**config.mk**
```make
export PLATFORM = sky130hd
export DESIGN_NAME = mem_arbiter_2to1
export DESIGN_NICKNAME = d
export VERILOG_FILES = /design/src/rtl/mem_arbiter_2to1.sv
export SDC_FILE = /design/constraint.sdc
export NUM_CORES = 1
export LEC_CHECK = 0
export CORE_MARGIN = 5
export CORE_UTILIZATION = 27
export DETAILED_ROUTE_END_ITERATION = 8
export HOLD_SLACK_MARGIN = 0.06
export PLACE_DENSITY_LB_ADDON = 0.2
export SETUP_SLACK_MARGIN = 0.2
export SYNTH_ARGS = -nofsm -noshare
export SYNTH_HDL_FRONTEND = slang
export SYNTH_SLANG_ARGS = --single-unit
```
**constraint.sdc**
```tcl
create_clock -name clk_i -period 3.11 [get_ports clk_i]
set_clock_uncertainty 0.1 [all_clocks]
set_input_delay 0.4665 -clock clk_i [delete_from_list [all_inputs] [get_ports clk_i]]
set_output_delay 0.4665 -clock clk_i [all_outputs]
set_load 0.03 [all_outputs]
```
**src/rtl/mem_arbiter_2to1.sv**
```systemverilog
// -----------------------------------------------------------------------------
// mem_arbiter_2to1
//
// Shares one memory with a separate write port and a 1-cycle registered read
// port between two requesters:
//   port A : data/LSU side, has priority on conflicts
//   port B : fetch side, protected by a starvation counter
// A read and a write can both be granted in the same cycle because they use
// different memory ports. Read data coming back from the memory is routed to
// the port that issued the read.
//
// Handshake (both request ports): a request transfers in a cycle where
// valid_i & ready_o are both high. ready_o is combinational from valid_i/we_i
// and the arbitration state; a requester must not make valid_i depend on
// ready_o and holds valid/we/addr/wdata stable until ready_o is seen. Read
// responses have no backpressure: rsp_valid_o pulses for one cycle exactly one
// cycle after the read was granted.
//
// Optional feature macro: MEM_ARB_WR_FWD_EN
//   defined   : a granted read and a granted write to the same in-range
//               address in the same cycle return the new write data
//   undefined : such a read returns the memory's old contents
//
// Parameters
//   DataWidth   : data word width
//   NumEntries  : memory depth, address width AW = $clog2(NumEntries)
//   StarveLimit : conflict losses by B before B is forced to win (>= 1)
//
// Ports
//   clk_i, reset_ni              clock, synchronous active-low reset
//   a_valid_i / a_ready_o        port A request handshake
//   a_we_i, a_addr_i, a_wdata_i  port A request payload (1 = write)
//   a_rsp_valid_o, a_rsp_data_o  port A read response
//   b_*                          same set for port B
//   mem_reset_o                  memory reset, active high
//   mem_wr_valid_o/addr_o/data_o memory write port
//   mem_rd_valid_o/addr_o        memory read request
//   mem_rd_data_i                memory registered read data
// -----------------------------------------------------------------------------
module mem_arbiter_2to1 #(
  parameter int unsigned DataWidth   = 32,
  parameter int unsigned NumEntries  = 31,
  parameter int unsigned StarveLimit = 4,
  localparam int unsigned AW = (NumEntries > 1) ? $clog2(NumEntries) : 1
) (
  input  logic                 clk_i,
  input  logic                 reset_ni,

  input  logic                 a_valid_i,
  output logic                 a_ready_o,
  input  logic                 a_we_i,
  input  logic [AW-1:0]        a_addr_i,
  input  logic [DataWidth-1:0] a_wdata_i,
  output logic                 a_rsp_valid_o,
  output logic [DataWidth-1:0] a_rsp_data_o,

  input  logic                 b_valid_i,
  output logic                 b_ready_o,
  input  logic                 b_we_i,
  input  logic [AW-1:0]        b_addr_i,
  input  logic [DataWidth-1:0] b_wdata_i,
  output logic                 b_rsp_valid_o,
  output logic [DataWidth-1:0] b_rsp_data_o,

  output logic                 mem_reset_o,
  output logic                 mem_wr_valid_o,
  output logic [AW-1:0]        mem_wr_addr_o,
  output logic [DataWidth-1:0] mem_wr_data_o,
  output logic                 mem_rd_valid_o,
  output logic [AW-1:0]        mem_rd_addr_o,
  input  logic [DataWidth-1:0] mem_rd_data_i
);

  localparam int unsigned SW = $clog2(StarveLimit + 1);
  localparam logic [SW-1:0] StarveMax = SW'(StarveLimit);

  // Addresses at or above NumEntries are accepted but never reach the memory.
  function automatic logic addr_in_range(input logic [AW-1:0] addr);
    return (32'(addr) < NumEntries);
  endfunction

  // Arbitration state and read-response route.
  logic [SW-1:0]        starve_cnt_q, starve_cnt_d;
  logic                 rsp_pend_q, rsp_pend_d;
  logic                 rsp_port_b_q, rsp_port_b_d;
  logic                 rsp_oor_q, rsp_oor_d;

  logic                 conflict;
  logic                 b_wins;
  logic                 a_gnt, b_gnt;

  logic                 wr_gnt, rd_gnt, rd_is_b;
  logic [AW-1:0]        wr_addr, rd_addr;
  logic [DataWidth-1:0] wr_data;
  logic                 wr_in_range, rd_in_range;

  logic                 rsp_fire;
  logic [DataWidth-1:0] rsp_data;

  // ---------------------------------------------------------------------------
  // Grant decision. Only same-direction requests collide; B wins a collision
  // only once it has lost StarveLimit times in a row.
  // ---------------------------------------------------------------------------
  always_comb begin
    conflict = a_valid_i & b_valid_i & (a_we_i == b_we_i);
    b_wins   = (starve_cnt_q == StarveMax);
    a_gnt    = reset_ni & a_valid_i & ~(conflict & b_wins);
    b_gnt    = reset_ni & b_valid_i & ~(conflict & ~b_wins);
  end

  assign a_ready_o = a_gnt;
  assign b_ready_o = b_gnt;

  // ---------------------------------------------------------------------------
  // Steer the (at most one) granted write and (at most one) granted read.
  // ---------------------------------------------------------------------------
  always_comb begin
    wr_gnt  = 1'b0;
    wr_addr = '0;
    wr_data = '0;
    if (a_gnt && a_we_i) begin
      wr_gnt  = 1'b1;
      wr_addr = a_addr_i;
      wr_data = a_wdata_i;
    end else if (b_gnt && b_we_i) begin
      wr_gnt  = 1'b1;
      wr_addr = b_addr_i;
      wr_data = b_wdata_i;
    end

    rd_gnt  = 1'b0;
    rd_addr = '0;
    rd_is_b = 1'b0;
    if (a_gnt && !a_we_i) begin
      rd_gnt  = 1'b1;
      rd_addr = a_addr_i;
    end else if (b_gnt && !b_we_i) begin
      rd_gnt  = 1'b1;
      rd_addr = b_addr_i;
      rd_is_b = 1'b1;
    end

    wr_in_range = addr_in_range(wr_addr);
    rd_in_range = addr_in_range(rd_addr);
  end

  assign mem_reset_o    = ~reset_ni;
  assign mem_wr_valid_o = wr_gnt & wr_in_range;
  assign mem_wr_addr_o  = mem_wr_valid_o ? wr_addr : '0;
  assign mem_wr_data_o  = mem_wr_valid_o ? wr_data : '0;
  assign mem_rd_valid_o = rd_gnt & rd_in_range;
  assign mem_rd_addr_o  = mem_rd_valid_o ? rd_addr : '0;

  // ---------------------------------------------------------------------------
  // Next state: starvation counter and response route.
  // ---------------------------------------------------------------------------
  always_comb begin
    starve_cnt_d = starve_cnt_q;
    if (b_gnt) begin
      starve_cnt_d = '0;
    end else if (b_valid_i && (starve_cnt_q != StarveMax)) begin
      starve_cnt_d = starve_cnt_q + 1'b1;
    end

    rsp_pend_d   = rd_gnt;
    rsp_port_b_d = rd_is_b;
    // Out-of-range reads still produce a response, but with zero data.
    rsp_oor_d    = rd_gnt & ~rd_in_range;
  end

  always_ff @(posedge clk_i) begin
    if (!reset_ni) begin
      starve_cnt_q <= '0;
      rsp_pend_q   <= 1'b0;
      rsp_port_b_q <= 1'b0;
      rsp_oor_q    <= 1'b0;
    end else begin
      starve_cnt_q <= starve_cnt_d;
      rsp_pend_q   <= rsp_pend_d;
      rsp_port_b_q <= rsp_port_b_d;
      rsp_oor_q    <= rsp_oor_d;
    end
  end

  // ---------------------------------------------------------------------------
  // Response data source.
  // ---------------------------------------------------------------------------
`ifdef MEM_ARB_WR_FWD_EN
  // The memory returns old contents when read and write hit the same entry in
  // one cycle; remember the write data so the read sees the new value.
  logic                 fwd_hit_q, fwd_hit_d;
  logic [DataWidth-1:0] fwd_data_q, fwd_data_d;

  always_comb begin
    fwd_hit_d  = mem_wr_valid_o & mem_rd_valid_o & (wr_addr == rd_addr);
    fwd_data_d = fwd_hit_d ? wr_data : fwd_data_q;
  end

  always_ff @(posedge clk_i) begin
    if (!reset_ni) begin
      fwd_hit_q  <= 1'b0;
      fwd_data_q <= '0;
    end else begin
      fwd_hit_q  <= fwd_hit_d;
      fwd_data_q <= fwd_data_d;
    end
  end

  assign rsp_data = rsp_oor_q ? '0 : (fwd_hit_q ? fwd_data_q : mem_rd_data_i);
`else
  assign rsp_data = rsp_oor_q ? '0 : mem_rd_data_i;
`endif

  // Gating with reset_ni drops a response that was in flight when reset hit.
  assign rsp_fire      = reset_ni & rsp_pend_q;
  assign a_rsp_valid_o = rsp_fire & ~rsp_port_b_q;
  assign b_rsp_valid_o = rsp_fire & rsp_port_b_q;
  assign a_rsp_data_o  = a_rsp_valid_o ? rsp_data : '0;
  assign b_rsp_data_o  = b_rsp_valid_o ? rsp_data : '0;

endmodule

```
Yosys cells after proc, flatten, opt, wreduce, memory -nomap -nowiden
Cells that the tools add are included.

storage, ports and cells
  register bits = 6
  word-level logic and storage cells = 55

cells by class
  add/sub/neg operators = 1
  magnitude comparators = 2
  eq/ne operators = 3
  mux-type cells = 16
  bitwise logic cells = 20
  reduce and logical (&&, ||, !) cells = 9

operators with widths
  cell                 number
  $mux 32              6
  $mux 5               6
  $and 1x1->1          14
  $lt 5x5->1 const B   2
  $not 1->1            6
  $logic_and 1x1->1    5
  $mux 1               4
  $reduce_or 2->1      2
  $add 3x1->3 const B  1
  $eq 3x3->1 const B   1
  $ne 3x3->1 const B   1
  $logic_not 1->1      2
  $eq 1x1->1           1

Longest topological paths before layout
Gate-level depths: netlist of the first run.

  depth after elaboration = 11
  mapped depth = 9

Worst setup path before layout of the first run
OpenSTA, ideal clock, no wires.

  path kind = register -> output
  from = reg starve_cnt_q[0]
  to = out mem_rd_addr_o[0]
  data arrival time = 2.217 ns
  slack = 0.326 ns
  cell stages (with the launch flop) = 8
  cell sequence = dfxtp_1 inv_1 ha_1 a21bo_1 o21a_1 clkbuf_1 o221a_2 a21boi_0

on the way
  cells in the longest elaborated chain, start to end = 11
  elaborated cells between the ends (all ways) = 17
  those cells by class = order compare (1); eq/ne (1); mux (5); bitwise (8); reduce/logical (2)

RTL lines
  what                    RTL line  RTL
  from (decl)             83        logic [SW-1:0] starve_cnt_q, starve_cnt_d;
  from (signal assigned)  178       starve_cnt_q <= starve_cnt_d;
  $eq 3x3->1 (*)          106       b_wins = (starve_cnt_q == StarveMax);
  $not 1->1               108       b_gnt = reset_ni & b_valid_i & ~(conflict & ~b_wins);
  $and 1x1->1             108
  $not 1->1               108
  $and 1x1->1             108
  $logic_and 1x1->1       137       end else if (b_gnt && !b_we_i) begin
  $mux 5                  137
  $mux 5                  134       if (a_gnt && !a_we_i) begin
  $lt 5x5->1              79        return (32'(addr) < NumEntries);
  $and 1x1->1             151       assign mem_rd_valid_o = rd_gnt & rd_in_range;
  $mux 5 (*)              152       assign mem_rd_addr_o = mem_rd_valid_o ? rd_addr : '0;
  to (decl)               70        output logic [AW-1:0] mem_rd_addr_o,

Mark *: on every way between the ends. The rest lies on a longest branch, timed or not.

Final worst setup path of the first run
  from = in b_valid_i
  to = out mem_wr_addr_o[3]

on the way
  cells in the longest elaborated chain, start to end = 11
  elaborated cells between the ends (all ways) = 18
  those cells by class = order compare (1); mux (5); bitwise (10); reduce/logical (2)

RTL lines
  what                       RTL line  RTL
  from (decl)                57        input logic b_valid_i,
  $and 1x1->1 (2 in series)  105       conflict = a_valid_i & b_valid_i & (a_we_i == b_we_i);
  $and 1x1->1                108
  $not 1->1                  108
  $and 1x1->1                108
  $logic_and 1x1->1          125       end else if (b_gnt && b_we_i) begin
  $mux 5                     125
  $mux 5                     121       if (a_gnt && a_we_i) begin
  $lt 5x5->1                 79
  $and 1x1->1                148       assign mem_wr_valid_o = wr_gnt & wr_in_range;
  $mux 5 (*)                 149       assign mem_wr_addr_o = mem_wr_valid_o ? wr_addr : '0;
  to (decl)                  67        output logic [AW-1:0] mem_wr_addr_o,

Marks and branches as above.

==> impl_metrics.py, run 1 <==
metrics = {
    "timing": {
        "setup_viol": 0,
        "rsz0062_at_grt": "false",
        "max_freq_mhz": 355.1,
        "period_needed_ps": 2816,
        "slew_viol_final": 0,
        "relSlewSlack_pct": 50.21,
        "min_period_over_period_pct": 90.55,
        "hold_viol_final": 0,
        "tightest_slew_ps": 745.8,
    },
    "placed_design": {
        "io_buffers": 224,
        "gp_congestion": 0.8835,
        "hpwl_um": 8145,
        "placed_area_um2": 4160,
        "dp.cells": 581,
    },
    "clocking": {
        "cts_max_level": 1,
        "clkTransAtPathRegs_ps": 30,
        "clock_sinks": 6,
        "cts_tree": "built",
        "worstSkewPairLatency_ps": 220,
        "cts_buffer_depth": 2,
        "cts_buffers": 3,
        "cts_root_buffer": "clkbuf_8",
    },
    "worst_setup_path": {
        "rr_worst_depth": 7,
        "r2r-end": "rsp_oor_q$_SDFF_PN0_",
        "critPathKind": "input port to primary output",
        "cp-end-kind": "primary output",
        "crit_start": "b_valid_i",
        "cp.required_ps": 2540,
        "regToRegSetupSlack_ps": 1130,
        "regToRegStartpoint": "starve_cnt_q[0]$_SDFFE_PP0P_",
        "crit_path_end": "mem_wr_addr_o[3]",
        "crit_path_start_kind": "input port",
        "path_max_fanout": 7,
        "arrival_ps": 2250,
    },
    "synth": {
        "yosys_warnings": 0,
        "async_flop_share_pct": 0,
        "syn_inst": 277,
        "seq_area_frac_synth_pct": 6.439,
        "synth-seq-cells": 6,
        "synth_nets": 391,
        "synth_area_um2": 1866,
        "synth_area_per_cell_um2": 6.735,
        "synth_ff_type": "dfxtp_1",
        "yosysUniqueCellTypes": 40,
        "synth_edf_count": 0,
    },
    "die": {
        "start_util_pct": 27.61,
        "chipHeight_um": 93.12,
        "dieArea_um2": 8671,
        "io_pins": 225,
        "rows": 30,
        "core_area_um2": 6756,
        "die_x_um": 93.12,
    },
    "outcome": {
        "status": "finished clean",
    },
    "finish": {
        "drive_above_1_share_pct": 37.86,
        "regArea_um2": 122.6,
        "num-nets-final": 631,
        "fillCellCount": 609,
        "fin_area_um2": 4293,
        "fin_cells": 595,
        "multi_input_area_um2": 1573,
        "antenna_cells": 0,
        "area_growth_pct": 130.1,
    },
    "route": {
        "routed-via-count": 3086,
        "drt_pass1_iterations": 4,
        "avgRoutedWirePerCell_um": 17.07,
        "finalWirelength_um": 10160,
        "via_per_inst": 5.187,
        "drc": 0,
        "drt_iter0_markers": 90,
        "ant_nets": 0,
    },
    "global_routing": {
        "met2_usage_pct": 39.89,
        "grt_use_met3_pct": 6.275,
        "grt_pass1_vias": 3141,
        "gr-total-overflow": 0,
        "globalRouteTotalUtil_pct": 21.55,
        "busiest_layer": "met2",
        "grt_pass1_wl_um": 15350,
        "antenna_found_initial": 0,
        "grt_util_met1_pct": 23.26,
        "grt_max_degree": 34,
    },
    "power_and_ir_drop": {
        "switching_share_pct": 39.22,
        "internal_power_uw": 410.6,
        "switchingPower_uw": 264.9,
        "leakage_uw": 0.001958,
        "p_per_area_nw_per_um2": 157.4,
        "p_clk_share_pct": 16.5,
        "power_frac_comb_pct": 71.6,
        "seq_power_share_pct": 12.0,
        "ir_drop_v": 0.00008300,
    },
    "worst_hold_path": {
        "hp-class": "flip-flop to flip-flop",
    },
    "flow_run": {
        "drv_cap": 0,
    },
}
## cells in the final DEF (no fill, tap or decap), types with 2 or more instances in the layout
cell | synthesis | layout
a22oi_1 | 36 | 36
buf_4 | 5 | 114
a21oi_1 | 3 | 3
buf_6 | 8 | 4
dfxtp_1 | 6 | 4
and2_1 | 2 | 2
clkdlybuf4s15_2 | 0 | 2
a22o_1 | 4 | 2
and4b_1 | 2 | 2
clkbuf_16 | 0 | 2
clkdlybuf4s50_1 | 0 | 106
buf_8 | 0 | 2
buf_2 | 3 | 20
buf_12 | 0 | 8
dlygate4sd2_1 | 0 | 5
nand4_1 | 2 | 2
a21boi_0 | 3 | 2
o21a_1 | 2 | 2
nor4b_1 | 2 | 2
a31oi_1 | 24 | 21
nand2b_1 | 32 | 32
inv_2 | 0 | 2
clkbuf_2 | 0 | 4
dfxtp_2 | 0 | 2
clkbuf_8 | 0 | 3
nand2_1 | 3 | 3
a31oi_2 | 20 | 22
and3_1 | 6 | 6
a22o_2 | 0 | 2
inv_1 | 8 | 6
nor2_1 | 67 | 67
## registers in the layout, summed over array words and instances (netlist names)
name	cells
rsp_oor_q	1
starve_cnt_q	3
rsp_pend_q	1
rsp_port_b_q	1
## stage by stage
stage / utilization (%) / hold slack (ps) / setup WS, ps / setup TNS [ps] / total power [µW]
2_1_floorplan: - / 474.5 / 326.4 / 0 / 296.7
3_3_place_gp: 61.57 / 490.8 / -261.6 / -6655 / 562.9
3_5_place_dp: 61.57 / 512.5 / -319.5 / -7271 / 569.6
4_1_cts: 63.11 / 517.8 / 105.3 / 0 / 677.3
5_1_grt: 63.54 / 536.0 / 199.4 / 0 / 715.9
6_report: 63.54 / 507.3 / 293.8 / 0 / 675.5
## worst max-delay path, cell delays in order
cell and delay, ps:
dlygate4sd2_1 270, nand4_1 150, buf_6 150, a31oi_4 100
a2111oi_4 480, clkbuf_16 260, buf_8 110, a31oi_1 90
buf_4 180
## cell usage after synthesis, types with 2 or more instances
cell	instances	area [µm²]
a21boi_0	3	22.52
a21oi_1	3	15.01
a22o_1	4	35.03
a22oi_1	36	270.3
a31oi_1	24	150.1
a31oi_2	20	250.2
and2_1	2	12.51
and3_1	6	37.54
and4b_1	2	20.02
buf_2	3	15.01
buf_4	5	37.54
buf_6	8	90.09
clkbuf_1	18	67.56
dfxtp_1	6	120.1
ha_1	2	25.02
inv_1	8	30.03
nand2_1	3	11.26
nand2b_1	32	200.2
nand3_1	2	10.01
nand4_1	2	12.51
nor2_1	67	251.5
nor4b_1	2	17.52
o21a_1	2	15.01
## power by group through the flow
stage	clock network, µW	logic (µW)	registers (µW)
after floorplan	0	215	81.5
after global placement	0	481	81.6
after detailed placement	0	488	81.8
after CTS	115	482	80.8
after global routing	121	514	81.0
final	111	483	80.9
## final cells by class
cell class              count  share of cell area (%)
repair buffers            269                   56.51
multi-input cells         229                   36.64
flip-flops and latches      6                   2.856
well taps                  80                   2.332
clock buffers               3                  0.9618
inverters                   8                  0.6995
## how the worst min path moves through the flow
| stage | startpoint | to | slack (ps) | cells past startpoint |
|---|---|---|---|---|
| after floorplan | starve_cnt_q[0]$_SDFFE_PP0P_ | starve_cnt_q[0]$_SDFFE_PP0P_ | 470 | 3 |
| after global placement | starve_cnt_q[0]$_SDFFE_PP0P_ | starve_cnt_q[0]$_SDFFE_PP0P_ | 490 | 3 |
| after detailed placement | starve_cnt_q[2]$_SDFFE_PP0P_ | starve_cnt_q[2]$_SDFFE_PP0P_ | 510 | 2 |
| after CTS | starve_cnt_q[2]$_SDFFE_PP0P_ | starve_cnt_q[2]$_SDFFE_PP0P_ | 520 | 2 |
| after global routing | starve_cnt_q[0]$_SDFFE_PP0P_ | starve_cnt_q[0]$_SDFFE_PP0P_ | 540 | 3 |
| final | starve_cnt_q[0]$_SDFFE_PP0P_ | starve_cnt_q[0]$_SDFFE_PP0P_ | 510 | 3 |
## repair_timing
| item | CTS | global route |
|---|---|---|
| setup endpoints to repair | 45 | 39 |
| setup buffers | 4 | 3 |
| resized for setup | 139 | 40 |
| cloned | 3 | 1 |
| hold buffers | 0 | 0 |
| pin swaps | 2 | 3 |
## logic make-up (layout without fill, tap and decap cells)
kind of cell | Yosys count | after routing | synth area share [%]
AOI/OAI and AO/OA | 102 | 102 | 45.34
and+or+nand+nor | 123 | 123 | 32.93
adders and majority gates | 2 | 2 | 1.341
muxes | 1 | 1 | 0.6036
xor gates and xnor gates | 1 | 1 | 0.4696
DFF | 6 | 6 | 6.439
buffers and inverters | 42 | 280 | 12.88
## metal layers
layer  vias to the layer above  part of all wire [%]
met2                       172                    52
li1                       1500                     -
met3                        24                    11
met1                      1390                    35
met4                         0                   2.6
met5                         -                     0
No activity file was read; power rests on OpenSTA's default activity.
==> run 2, diff against run 1 <==
- CORE_MARGIN: 5 -> 2
- HOLD_SLACK_MARGIN: 0.06 -> 0.12
- RECOVER_POWER: not set -> 100
==> impl_metrics.py, run 2 (synthesis gave the netlist of run 1 again) <==
metrics = {
    "clocking": {
        "cts_buffer_depth": 2,
        "clkTransAtPathRegs_ps": 40,
        "cts_root_buffer": "clkbuf_8",
        "cts_buffers": 3,
        "worstSkewPairLatency_ps": 220,
        "clock_sinks": 6,
        "cts_tree": "built",
        "cts_max_level": 1,
    },
    "worst_setup_path": {
        "slowest_stage": "nor4b_1",
        "cp_common_cell": "clkbuf_1",
        "cp-end-kind": "primary output",
        "cp_num_buf_inv": 3,
        "regToRegSetupSlack_ps": 970,
        "path_cells": "dlygate4sd2_1, clkbuf_1, nand2_1, nor4b_1, a22o_1, a31oi_1, clkbuf_1",
        "cpPeakStageDelay_ps": 460,
        "path_max_fanout": 8,
        "cp.required_ps": 2540,
        "cpLargestDelayFamily": "buffers and inverters",
        "arrival_ps": 2390,
        "regToRegStartpoint": "starve_cnt_q[0]$_SDFFE_PP0P_",
        "path_depth": 7,
        "critPathKind": "input port to primary output",
        "crit_path_start_kind": "input port",
        "crit_start": "reset_ni",
        "rr_worst_depth": 8,
        "r2r-end": "rsp_oor_q$_SDFF_PN0_",
        "crit_path_end": "mem_rd_addr_o[1]",
    },
    "placed_design": {
        "hpwl_um": 7302,
        "place_ws_ps": -369.0,
        "io_buffers": 224,
        "placed_area_um2": 4138,
        "gp_congestion": 0.8905,
    },
    "route": {
        "ant_nets": 0,
        "routed-via-count": 3075,
        "drc": 0,
        "finalWirelength_um": 9539,
        "via_per_inst": 5.212,
        "drt_iter0_markers": 145,
        "avgRoutedWirePerCell_um": 16.17,
        "drt_pass1_iterations": 4,
    },
    "timing": {
        "setup_viol": 0,
        "rsz0062_at_grt": "true",
        "min_period_over_period_pct": 95.19,
        "slew_viol_final": 0,
        "tightest_slew_ps": 725.7,
        "period_needed_ps": 2960,
        "layout_setup_ws_ps": 149.7,
        "relSlewSlack_pct": 51.55,
        "hold_viol_final": 0,
        "max_freq_mhz": 337.8,
    },
    "power_and_ir_drop": {
        "ir_drop_v": 0.00009690,
        "finalPower_uw": 670.8,
        "leakage_uw": 0.001635,
        "switching_share_pct": 40.58,
        "switchingPower_uw": 272.2,
        "seq_power_share_pct": 12.0,
        "power_frac_comb_pct": 70.8,
        "internal_power_uw": 398.6,
        "p_per_area_nw_per_um2": 164.6,
        "p_clk_share_pct": 17.2,
    },
    "die": {
        "start_util_pct": 27.61,
        "dieArea_um2": 7590,
        "core_area_um2": 6756,
        "io_pins": 225,
        "die_x_um": 87.12,
        "chipHeight_um": 87.12,
        "rows": 30,
    },
    "global_routing": {
        "gr-total-overflow": 0,
        "globalRouteTotalUtil_pct": 21.64,
        "grt_pass1_wl_um": 13540,
        "grt_max_degree": 34,
        "grt_pass1_vias": 2833,
        "antenna_found_initial": 0,
    },
    "finish": {
        "final_common_cell": "clkdlybuf4s50_1",
        "antenna_cells": 0,
        "fillCellCount": 661,
        "final_cell_mix": "clkdlybuf4s50_1 (106), clkbuf_1 (70), nor2_1 (67), a22oi_1 (36), buf_4 (36)",
        "final_core_util_pct": 60.30,
        "fin_area_um2": 4074,
        "largest_reg_flops": 3,
        "largest-register": "starve_cnt_q",
        "area_growth_pct": 118.4,
        "num-nets-final": 626,
        "drive_above_1_share_pct": 24.51,
        "multi_input_area_um2": 1655,
        "regArea_um2": 121.4,
    },
    "outcome": {
        "status": "finished clean",
    },
    "worst_hold_path": {
        "whs_path_depth": 2,
        "hp-class": "flip-flop to flip-flop",
    },
    "flow_run": {
        "drv_cap": 0,
    },
}
## run 2: changes by cell type in the layout (fill, tap and decap cells not counted), moves of 3 or more
| cell | change |
|---|---|
| a31oi_4 | +6 |
| buf_6 | +10 |
| buf_2 | -14 |
| dlygate4sd3_1 | +3 |
| a31oi_2 | -3 |
| clkbuf_1 | +70 |
| a31oi_1 | -3 |
| buf_12 | -3 |
| clkbuf_2 | +8 |
| buf_4 | -78 |
## run 2: metal layers
| layer | track usage [%] | wire [µm] |
|---|---|---|
| met1 | 22.76 | 3425 |
| met2 | 43.03 | 4974 |
| met3 | 5.687 | 1064 |
| met4 | 3.636 | 74 |
| met5 | 0 | 0 |
## run 2: power by group through the flow
stage / logic [µW] / registers (µW) / clock network, µW
final: 475 / 80.7 / 116
after global routing: 502 / 81.0 / 118
after CTS: 472 / 80.9 / 115
after detailed placement: 482 / 81.7 / 0
after global placement: 478 / 81.5 / 0
after floorplan: 215 / 81.5 / 0
## run 2: metrics by stage
stage | hold WS [ps] | cells | setup TNS (ps)
floorplan | 474.5 | 277 | 0
global placement | 488.6 | 576 | -8445
detailed placement | 517.5 | 576 | -9585
CTS | 511.7 | 586 | 0
global route | 552.6 | 590 | 0
finish | 530.1 | 590 | 0
## run 2: worst min-delay path by stage
stage / from / to
after floorplan: starve_cnt_q[0]$_SDFFE_PP0P_ / starve_cnt_q[0]$_SDFFE_PP0P_
after global placement: starve_cnt_q[0]$_SDFFE_PP0P_ / starve_cnt_q[0]$_SDFFE_PP0P_
after detailed placement: starve_cnt_q[0]$_SDFFE_PP0P_ / starve_cnt_q[0]$_SDFFE_PP0P_
after CTS: starve_cnt_q[0]$_SDFFE_PP0P_ / starve_cnt_q[0]$_SDFFE_PP0P_
after global routing: starve_cnt_q[2]$_SDFFE_PP0P_ / starve_cnt_q[2]$_SDFFE_PP0P_
final: starve_cnt_q[2]$_SDFFE_PP0P_ / starve_cnt_q[2]$_SDFFE_PP0P_
## run 2: worst min-delay path: cells and delay by family (launching register included)
kind	cells	cell delay (ps)
AO/OA/AOI/OAI	2	200
flip-flops	1	370
## run 2: what timing repair did
action                     4_1_cts  5_1_grt
hold buffers                     0        0
gates resized for setup        204       78
pin swaps                        3        9
buffers inserted                 5        3
setup endpoints to repair       45       39
hold endpoints to repair         0        0
gates cloned                     2        1
## run 2: layout make-up
type	instances	share of cell area [%]
Tap cell	80	2.457
Multi-Input combinational cell	229	40.63
Inverter	8	0.7371
Clock buffer	3	1.014
Sequential cell	6	2.979
Timing Repair Buffer	264	52.18
==> run 3, diff against run 2 <==
- CAP_MARGIN: not set -> 25
- CORE_MARGIN: 2 -> 4
==> impl_metrics.py, run 3 (synthesis gave the netlist of run 1 again) <==
metrics = {
    "finish": {
        "multi_input_area_um2": 1590,
        "fin_area_um2": 3762,
        "final_common_cell": "clkdlybuf4s50_1",
        "area_growth_pct": 101.7,
        "antenna_cells": 0,
        "largest-register": "starve_cnt_q",
        "final_cell_mix": "clkdlybuf4s50_1 (105), clkbuf_1 (72), nor2_1 (67), a22oi_1 (36), nand2b_1 (32)",
        "drive_above_1_share_pct": 20.56,
        "fin_cells": 576,
        "regArea_um2": 120.1,
        "fillCellCount": 699,
        "largest_reg_flops": 3,
        "num-nets-final": 612,
    },
    "timing": {
        "min_period_over_period_pct": 93.65,
        "tightest_slew_ps": 780.7,
        "period_needed_ps": 2913,
        "hold_viol_final": 0,
        "setup_viol": 0,
        "hold_slack_ps": 539.3,
        "slew_viol_final": 0,
        "rsz0062_at_grt": "false",
        "relSlewSlack_pct": 47.88,
        "layout_setup_ws_ps": 197.5,
        "setup_tns_ps": 0,
        "max_freq_mhz": 343.3,
    },
    "route": {
        "avgRoutedWirePerCell_um": 16.97,
        "finalWirelength_um": 9775,
        "routed-via-count": 2990,
        "ant_nets": 0,
        "drt_iter0_markers": 110,
        "drt_pass1_iterations": 4,
        "via_per_inst": 5.191,
        "drc": 0,
    },
    "power_and_ir_drop": {
        "ir_drop_v": 0.00008275,
        "p_per_area_nw_per_um2": 169.4,
        "leakage_uw": 0.001518,
    },
    "clocking": {
        "cts_max_level": 1,
        "clkTransAtPathRegs_ps": 30,
        "clock_sinks": 6,
        "cts_root_buffer": "clkbuf_8",
        "cts_buffers": 3,
        "worstSkewPairLatency_ps": 220,
        "cts_buffer_depth": 2,
        "cts_tree": "built",
        "holdBufCountCts": 0,
    },
    "placed_design": {
        "gp_congestion": 0.8365,
        "hpwl_um": 7437,
        "placed_area_um2": 4000,
        "io_buffers": 224,
        "dp.cells": 567,
        "place_ws_ps": 94.03,
    },
    "global_routing": {
        "grt_pass1_wl_um": 13900,
        "grt_pass1_vias": 2834,
        "globalRouteTotalUtil_pct": 20.00,
        "met2_usage_pct": 38.26,
        "grt_use_met3_pct": 6.628,
        "antenna_found_initial": 0,
        "busiest_layer": "met2",
        "grt_util_met1_pct": 20.19,
        "grt_max_degree": 39,
        "gr-total-overflow": 0,
    },
    "worst_hold_path": {
        "hp-class": "flip-flop to flip-flop",
    },
    "die": {
        "dieArea_um2": 8303,
        "io_pins": 225,
        "core_area_um2": 6756,
        "die_x_um": 91.12,
        "start_util_pct": 27.61,
        "chipHeight_um": 91.12,
        "rows": 30,
    },
    "worst_setup_path": {
        "slowest_stage": "clkbuf_1",
        "cp-end-kind": "primary output",
        "path_max_fanout": 8,
        "cp.required_ps": 2540,
        "cp_common_cell": "clkbuf_1",
        "cpPeakStageDelay_ps": 340,
        "arrival_ps": 2350,
        "critPathKind": "input port to primary output",
        "path_cells": "dlygate4sd2_1, buf_4, and4b_1, nor3_1, clkbuf_1, a22oi_1, a31oi_1, clkbuf_1",
        "crit_path_start_kind": "input port",
    },
    "flow_run": {
        "drv_cap": 0,
    },
    "outcome": {
        "status": "finished clean",
    },
}
## run 3: cell types whose count changed in the layout (fill, tap and decap cells not counted), moves of 3 or more
cell,previous run,this run
a31oi_2,19,24
a31oi_4,7,0
buf_2,6,0
buf_4,36,27
buf_6,14,1
buf_8,3,0
clkbuf_2,12,30
## run 3: where the power goes
part           leakage [µW]  switching (µW)  internal [µW]
clock network     0.0000216            30.7           82.9
registers         0.0000488            1.04           79.6
logic               0.00145             229            214
## run 3: worst max-delay path, delay by kind of cell
| kind | cells | cell delay [ps] |
|---|---|---|
| AOI/OAI and AO/OA | 2 | 330 |
| and+or+nand+nor | 2 | 550 |
| buffers and inverters | 4 | 990 |
## run 3: cell type report
type | count | area share [%]
Clock buffer | 3 | 1.097
Sequential cell | 6 | 3.193
Inverter | 8 | 0.7981
Tap cell | 80 | 2.660
Timing Repair Buffer | 250 | 49.98
Multi-Input combinational cell | 229 | 42.27
## run 3: stage by stage
step                utilization [%]  total power [µW]
floorplan                         -             296.7
global placement              59.20             545.3
detailed placement            59.20             549.6
CTS                           61.30             671.2
global route                  55.69             672.4
finish                        55.69             637.3
## run 3: path summary, 6_finish.rpt
kind | endpoint | depth (start not counted) | slack, ps | startpoint
worst max register to register | rsp_oor_q$_SDFF_PN0_ | 6 | 1220 | starve_cnt_q[0]$_SDFFE_PP0P_
worst min register to register | starve_cnt_q[2]$_SDFFE_PP0P_ | 2 | 540 | starve_cnt_q[2]$_SDFFE_PP0P_
worst max-delay path | mem_rd_addr_o[3] | 8 | 200 | b_valid_i
worst min-delay path | starve_cnt_q[2]$_SDFFE_PP0P_ | 2 | 540 | starve_cnt_q[2]$_SDFFE_PP0P_
## run 3: metal layers
layer,vias to the layer above,share of wire [%]
li1,1466,-
met1,1331,38
met2,171,50
met3,22,10
met4,0,2.0
met5,-,0
## run 3: what timing repair did
action / 4_1_cts / 5_1_grt
resized for setup: 18 / 3
setup buffers: 2 / 1
gates cloned: 2 / 1
pin swaps: 4 / 3
endpoints found under the hold margin: 0 / 0
setup endpoints to repair: 44 / 38
